**src/rtl/regfile_pkg.sv**
```systemverilog
// Shared constants and types for the two-read, one-write register file.
package regfile_pkg;

    localparam int DATA_W_DEF = 8;
    localparam int ADDR_W_DEF = 4;

    typedef logic [ADDR_W_DEF-1:0] addr_t;
    typedef logic [DATA_W_DEF-1:0] data_t;

    // Entry that reads as zero when the zero-register option is enabled
    localparam addr_t ZERO_ADDR = '0;

endpackage : regfile_pkg

```
**src/rtl/regfile_scoreboard.sv**
```systemverilog
// Per-entry pending bits: alloc marks an entry as awaiting a producer,
// a write retires it. Exposes next-state readiness for both read ports.
module regfile_scoreboard
    import regfile_pkg::*;
#(
    parameter int ADDR_W   = ADDR_W_DEF,
    parameter int ZERO_REG = 1
) (
    input  logic              clk,
    input  logic              rst_n,
    input  logic              alloc_en,
    input  logic [ADDR_W-1:0] alloc_dest,
    input  logic              we,
    input  logic [ADDR_W-1:0] dest,
    input  logic [ADDR_W-1:0] address_a,
    input  logic [ADDR_W-1:0] address_b,
    output logic              ready_a_d,
    output logic              ready_b_d
);

    localparam int DEPTH = 1 << ADDR_W;
    localparam logic [ADDR_W-1:0] ZERO_A = ADDR_W'(ZERO_ADDR);

    logic [DEPTH-1:0] pending_q;
    logic [DEPTH-1:0] pending_d;

    // Clear on write, then set on alloc so a same-cycle newer producer wins
    always_comb begin
        pending_d = pending_q;
        if (we) begin
            pending_d[dest] = 1'b0;
        end
        if (alloc_en) begin
            pending_d[alloc_dest] = 1'b1;
        end
        if (ZERO_REG != 0) begin
            pending_d[ZERO_A] = 1'b0;
        end
    end

    // Pending-bit storage
    always_ff @(posedge clk or negedge rst_n) begin
        if (!rst_n) begin
            pending_q <= '0;
        end else begin
            pending_q <= pending_d;
        end
    end

    // Readiness reflects this edge's set/clear updates
    assign ready_a_d = ~pending_d[address_a];
    assign ready_b_d = ~pending_d[address_b];

endmodule : regfile_scoreboard

```
**src/rtl/regfile_2r1w.sv**
```systemverilog
// Parametrised register file: two registered read ports with write bypass,
// one write port, and a pending bit per entry for operand readiness.
module regfile_2r1w
    import regfile_pkg::*;
#(
    parameter int DATA_W   = DATA_W_DEF,
    parameter int ADDR_W   = ADDR_W_DEF,
    parameter int ZERO_REG = 1
) (
    input  logic              clk,
    input  logic              rst_n,
    input  logic              rd_en,
    input  logic [ADDR_W-1:0] address_a,
    input  logic [ADDR_W-1:0] address_b,
    input  logic              we,
    input  logic [ADDR_W-1:0] dest,
    input  logic [DATA_W-1:0] data,
    input  logic              alloc_en,
    input  logic [ADDR_W-1:0] alloc_dest,
    output logic [DATA_W-1:0] out_a,
    output logic [DATA_W-1:0] out_b,
    output logic              ready_a,
    output logic              ready_b,
    output logic              out_valid
);

    localparam int DEPTH = 1 << ADDR_W;
    localparam logic [ADDR_W-1:0] ZERO_A = ADDR_W'(ZERO_ADDR);

    logic [DATA_W-1:0] mem_q [DEPTH];
    logic [DEPTH-1:0]  wr_sel;

    logic [DATA_W-1:0] rd_a_d;
    logic [DATA_W-1:0] rd_b_d;
    logic              ready_a_d;
    logic              ready_b_d;

    logic [DATA_W-1:0] out_a_q;
    logic [DATA_W-1:0] out_b_q;
    logic              ready_a_q;
    logic              ready_b_q;
    logic              out_valid_q;

    // Per-entry write strobe; entry 0 is never written in zero-register mode
    for (genvar gi = 0; gi < DEPTH; gi++) begin : g_wr_sel
        if (ZERO_REG != 0 && gi == 0) begin : g_zero
            assign wr_sel[gi] = 1'b0;
        end else begin : g_norm
            assign wr_sel[gi] = we && (dest == ADDR_W'(gi));
        end
    end

    // Storage array, cleared by reset
    always_ff @(posedge clk or negedge rst_n) begin
        if (!rst_n) begin
            for (int i = 0; i < DEPTH; i++) begin
                mem_q[i] <= '0;
            end
        end else begin
            for (int i = 0; i < DEPTH; i++) begin
                if (wr_sel[i]) begin
                    mem_q[i] <= data;
                end
            end
        end
    end

    // Read muxes: zero register first, then same-cycle write bypass, then array
    always_comb begin
        rd_a_d = mem_q[address_a];
        rd_b_d = mem_q[address_b];
        if (we && dest == address_a) begin
            rd_a_d = data;
        end
        if (we && dest == address_b) begin
            rd_b_d = data;
        end
        if (ZERO_REG != 0 && address_a == ZERO_A) begin
            rd_a_d = '0;
        end
        if (ZERO_REG != 0 && address_b == ZERO_A) begin
            rd_b_d = '0;
        end
    end

    regfile_scoreboard #(
        .ADDR_W   (ADDR_W),
        .ZERO_REG (ZERO_REG)
    ) u_scoreboard (
        .clk        (clk),
        .rst_n      (rst_n),
        .alloc_en   (alloc_en),
        .alloc_dest (alloc_dest),
        .we         (we),
        .dest       (dest),
        .address_a  (address_a),
        .address_b  (address_b),
        .ready_a_d  (ready_a_d),
        .ready_b_d  (ready_b_d)
    );

    // Output registers load on a read and hold otherwise; valid pulses one cycle
    always_ff @(posedge clk or negedge rst_n) begin
        if (!rst_n) begin
            out_a_q     <= '0;
            out_b_q     <= '0;
            ready_a_q   <= 1'b1;
            ready_b_q   <= 1'b1;
            out_valid_q <= 1'b0;
        end else begin
            out_valid_q <= rd_en;
            if (rd_en) begin
                out_a_q   <= rd_a_d;
                out_b_q   <= rd_b_d;
                ready_a_q <= ready_a_d;
                ready_b_q <= ready_b_d;
            end
        end
    end

    assign out_a     = out_a_q;
    assign out_b     = out_b_q;
    assign ready_a   = ready_a_q;
    assign ready_b   = ready_b_q;
    assign out_valid = out_valid_q;

endmodule : regfile_2r1w

```
**config.mk**
```make
export PLATFORM = sky130hd
export DESIGN_NAME = regfile_2r1w
export DESIGN_NICKNAME = d
export VERILOG_FILES = /design/src/rtl/regfile_pkg.sv /design/src/rtl/regfile_scoreboard.sv /design/src/rtl/regfile_2r1w.sv
export SDC_FILE = /design/constraint.sdc
export NUM_CORES = 1
export LEC_CHECK = 0
export CAP_MARGIN = 30
export CORE_AREA = 5 5 143 145
export CTS_CLUSTER_SIZE = 25
export DETAILED_ROUTE_END_ITERATION = 10
export DIE_AREA = 0 0 148 150
export GPL_ROUTABILITY_DRIVEN = 0
export MAX_ROUTING_LAYER = met4
export PLACE_DENSITY = 0.61
export SKIP_CTS_REPAIR_TIMING = 1
export SLEW_MARGIN = 20
export SYNTH_ARGS = -nofsm -noshare
export SYNTH_HDL_FRONTEND = slang
export SYNTH_SLANG_ARGS = --single-unit
export TNS_END_PERCENT = 5
```
**constraint.sdc**
```tcl
create_clock -name clk -period 3.2 [get_ports clk]
set_input_delay 0.64 -clock clk [delete_from_list [all_inputs] [get_ports clk]]
set_output_delay 0.64 -clock clk [all_outputs]
set_load 0.01 [all_outputs]
```
== Word level (Yosys, flattened, before mapping) ==
Cells that the tools add are included.

* Logic and storage cells: 94
* Bits of input ports: 29
* Bits in registers: 154
* Output and inout port bits: 19

* Bitwise gates (word level): 7
* Magnitude comparators: 8
* Mux-type cells: 20
* Reductions and logical operators: 21
* Equal/unequal tests: 17

{| class="wikitable"
|+ Operators by type and width
! cell !! number
|-
| $bmux 8 s4 || 2
|-
| $mux 8 || 8
|-
| $eq 4x4->1 const B || 8
|-
| $mux 16 || 2
|-
| $lt 4x5->1 const B || 4
|-
| $logic_and 1x1->1 || 19
|-
| $and 16x16->16 || 1
|-
| $eq 4x3->1 const B || 4
|-
| $not 16->16 || 1
|-
| $or 16x16->16 || 1
|-
| $ge 5x5->1 const B || 2
|-
| $not 4->5 || 2
|-
| $bmux 1 s4 || 2
|-
| $demux 1 s4 || 2
|-
| $eq 4x2->1 const B || 2
|-
| $eq 4x4->1 || 2
|-
| $ge 4x1->1 const B || 2
|-
| $logic_not 4->1 || 2
|-
| $eq 4x1->1 const B || 1
|-
| $mux 1 || 4
|-
| $not 1->1 || 2
|}

== Longest topological paths before layout ==
* Word-level depth: 12
* Gate-level depth with buffers: 9
* Depth with buffers taken out: 6

== By module ==
Synthesis repeated with hierarchy kept, for this count alone.

* Cells, all modules: 708
* Area, all modules: 8697.1 um^2

{| class="wikitable"
|+ Modules (own cells, without submodules)
! module !! cells an instance !! instances !! area an instance (um^2)
|-
| regfile_2r1w || 578 || 1 || 7656.1
|-
| regfile_scoreboard || 130 || 1 || 1041.0
|}

== Least setup slack after synthesis ==
OpenSTA, ideal clock, no wires.

* Path type: input -> register
* From: input address_a[1]
* To: register out_a_q[0], in the netlist out_a[0]
* Library setup time: 126 ps
* Slack: 754 ps
* Cell stages on the path: 6
* Buffers on the path: 3
* Arrival: 2320 ps
* Path through: clkbuf_1 buf_2 buf_2 mux4_2 mux4_2 a221o_1

* Longest elaborated chain between the ends: 6

{| class="wikitable"
|+ Ends and longest elaborated chain
! item !! line !! source
|-
| from (decl) || regfile_2r1w.sv:13 || <nowiki>input logic [ADDR_W-1:0] address_a,</nowiki>
|-
| $not 4->5 (not written as such) || regfile_2r1w.sv:70 || <nowiki>rd_a_d = mem_q[address_a];</nowiki>
|-
| $bmux 8 s4 || regfile_2r1w.sv:70 ||
|-
| $mux 8 (not written as such) (2 in series) || regfile_2r1w.sv:70 ||
|-
| $mux 8 || regfile_2r1w.sv:72 || <nowiki>if (we && dest == address_a) begin</nowiki>
|-
| $mux 8 (*) || regfile_2r1w.sv:78 || <nowiki>if (ZERO_REG != 0 && address_a == ZERO_A) begin</nowiki>
|-
| to (signal assigned) || regfile_2r1w.sv:113 || <nowiki>out_a_q <= rd_a_d;</nowiki>
|-
| to (decl) || regfile_2r1w.sv:38 || <nowiki>logic [DATA_W-1:0] out_a_q;</nowiki>
|}

Mark *: on every way between the ends. The rest lies on a longest branch, timed or not. The select of a mux whose other input is x is not followed.
A chain may end at the register's enable or synchronous reset.

== Worst setup path in the final report ==
* From: input dest[3]
* To: register out_a_q[1], in the netlist out_a[1]

* Longest elaborated chain between the ends: 4

{| class="wikitable"
|+ Ends and longest elaborated chain
! item !! line !! source
|-
| from (decl) || regfile_2r1w.sv:16 || <nowiki>input logic [ADDR_W-1:0] dest,</nowiki>
|-
| $eq 4x4->1 || regfile_2r1w.sv:72 ||
|-
| $logic_and 1x1->1 || regfile_2r1w.sv:72 ||
|-
| $mux 8 || regfile_2r1w.sv:72 ||
|-
| $mux 8 || regfile_2r1w.sv:78 ||
|}

No other way between the ends.

==> results.py <==
metrics = {
    "sta": {
        "relSlewSlack_pct": 35.9,
        "setup_ws_ns": 0.663,
        "setup_viol": 0,
        "setup_tns_ns": 0,
        "slew_violations": 0,
        "finalClockSkew_ns": 0.00977,
        "period_needed_ns": 2.54,
        "period_share_pct": 79.3,
        "worst_slew_pin_slew_ns": 0.959,
        "max_freq_ghz": 0.394,
        "hold_viol": 0,
        "rsz0062_at_grt": "no",
    },
    "run_status": {
        "status": "complete, no violations",
    },
    "yosys": {
        "avgSynthCellArea_um2": 13.9,
        "yosysWarnings": 0,
        "yosys_register_bits": 154,
        "synth_top_cell_by_area": "dfrtp_1",
        "async_flop_share_pct": 100,
        "seq_area_frac_synth_pct": 46.1,
        "synth_area_leaders": "dfrtp_1 (45%), mux2_2 (18%), mux4_2 (17%)",
        "yosysMostFrequentCell": "dfrtp_1",
        "synth.top_cell.area_share_pct": 45.5,
        "synth_nets": 632,
        "synth_flop_cell": "dfrtp_1",
        "netlist_instances": 603,
        "synth_edf_count": 0,
        "synth_cell_type_count": 49,
        "synthesis.area_mm2": 0.00837,
        "synth_common_cells": "dfrtp_1 (152), mux2_2 (133), mux4_2 (63)",
    },
    "critical_path": {
        "critPathLaunchType": "input pin",
        "path_delay_family": "simple AND/OR/NAND/NOR gates",
        "critPathRequiredTime_ns": 3.55,
        "crit_fanout": 8,
        "critPathKind": "input pin to flip-flop",
        "cp.arrival_ns": 2.89,
        "critPathSlowestCell": "nor2_1",
        "max_stage_delay_ns": 0.75,
        "path_buf_inv": 1,
        "worstPathCellList": "clkdlybuf4s50_1, xor2_1, nor3_1, nand3_1, nor2_1, a221o_1",
        "cp-end-kind": "flip-flop",
    },
    "placed_design": {
        "place_ws_ns": 0.247,
        "dp_hpwl_mm": 15.9,
        "port_buffers": 47,
        "detailed_place.area_mm2": 0.00927,
    },
    "cells_and_area": {
        "layout.nets": 699,
        "regArea_mm2": 0.00386,
        "fillers": 1586,
        "multiInputGateArea_mm2": 0.00424,
        "drive_above_1_share_pct": 42.5,
        "synthToLayoutAreaGrowth_pct": 17.8,
        "fin_area_mm2": 0.00986,
        "finalCoreUtilization_pct": 51.7,
        "diodes": 0,
    },
    "floorplan": {
        "start_util_pct": 43.9,
        "row_count": 51,
        "die_w_um": 148,
        "core-area_mm2": 0.0191,
        "fp.dieArea_mm2": 0.0222,
        "io_pins": 48,
        "die_h_um": 150,
    },
    "clock_tree": {
        "clock-root-buffer": "clkbuf_16",
        "cts.sinks": 154,
        "clk_pin_slew_ns": 0.06,
        "h-tree-depth": 4,
        "clk_latency_ns": 0.43,
        "cts_tree": "yes",
        "cts_made_buffers": 17,
        "cts.path.max_buffers": 2,
    },
    "power_and_ir_drop": {
        "leakagePower_nw": 4.13,
        "power.density_mw_per_mm2": 636,
        "peakVddDrop_mv": 0.374,
        "power_mw": 6.27,
    },
    "global_route": {
        "grt_pass1_vias": 6122,
        "grt_max_degree": 55,
        "antenna_found_initial": 0,
        "grt.total_usage_pct": 23.5,
        "grt_pass1_wl_mm": 37.5,
        "grt_overflow": 0,
    },
    "drt": {
        "num_vias": 5759,
        "dr.pass1.iters": 5,
        "drt_iter0_drc": 420,
        "ant_nets": 0,
        "viasPerCell": 6.27,
        "wl_per_cell_um": 26.4,
        "remaining_drc_errors": 0,
        "routed_wirelength_mm": 24.2,
    },
    "run": {
        "drv_cap": 0,
    },
    "hold_path": {
        "hp-class": "input pin to asynchronous set/reset pin",
    },
}
## cell type report
class                           instances  share of cell area [%]
Multi-Input combinational cell        397                    43.0
Tap cell                              238                    3.02
Clock buffer                           22                    4.81
Inverter                                1                  0.0381
Timing Repair Buffer                   99                    8.80
Clock inverter                          7                    1.18
Sequential cell                       154                    39.1
## through the flow
stage | std cells | hold slack, ns
3_5_place_dp | 889 | 0.483
6_report | 918 | 0.162
4_1_cts | 918 | 0.195
3_3_place_gp | 889 | 0.469
2_1_floorplan | 603 | 0.344
5_1_grt | 918 | 0.207
## placed cells by master, fill, tap and decap left out, types with 3 or more instances in the layout
cell and instances:
a221o_1 17, nand2_1 34, a22o_1 18, nor2_1 18, xor2_1 7, clkbuf_8 3
clkdlybuf4s50_1 42, bufinv_16 3, a21oi_1 4, buf_4 50, mux2_2 133, nand3_1 9
clkbuf_16 17, and3_1 3, buf_2 4, o21ai_0 15, a22oi_1 3, nor2b_1 25
dfrtp_1 152, nand2b_1 6, or3_1 4, mux4_2 63, a211o_1 3
## flip-flops by register name (all words and copies together) (netlist names)
name and count:
out_a 8, out_valid 1, u_scoreboard.pending_q 15, out_b 8, ready_a 1, ready_b 1
mem_q 120
## power breakdown
group	switching, mW	internal, mW	leakage, nW
clock	0.780	1.28	0.288
combinational	0.566	0.929	1.96
sequential	0.317	2.40	1.89
## layer usage
layer | part of all wire, % | global-route usage (%) | vias to the layer above
met3 | 6.8 | 4.12 | 51
li1 | - | - | 2441
met1 | 42 | 31.4 | 3017
met5 | 0 | - | -
met2 | 48 | 36.3 | 250
met4 | 3.3 | 8.73 | 0
## worst register-to-register path: stages (launching register included)
cell	delay (ns)
dfrtp_1	0.39
mux4_2	0.47
mux4_2	0.51
a221o_1	0.36
## final timing paths
kind                                        from                                  end  slack, ns  cells past startpoint
max                                      dest[3]                 out_a[1]$_DFFE_PN0P_       0.66                      6
min                                        rst_n  u_scoreboard.pending_q[5]$_DFF_PN0_       0.16                      1
max reg2reg                mem_q[14]$_DFFE_PN0P_                 out_b[6]$_DFFE_PN0P_       1.35                      3
min reg2reg                mem_q[98]$_DFFE_PN0P_                mem_q[98]$_DFFE_PN0P_       0.50                      2
max in group asynchronous                  rst_n                mem_q[52]$_DFFE_PN0P_       2.22                      2
min in group clk           mem_q[98]$_DFFE_PN0P_                mem_q[98]$_DFFE_PN0P_       0.50                      2
## logic make-up after synthesis
family	Yosys count	share of synthesized area [%]
AO/OA/AOI/OAI	78	7.39
XOR/XNOR	9	0.942
buffers and inverters	52	3.21
flip-flops	154	46.1
multiplexers	198	35.1
AND/OR/NAND/NOR	112	7.28
Power figures use the tool's default switching activity.
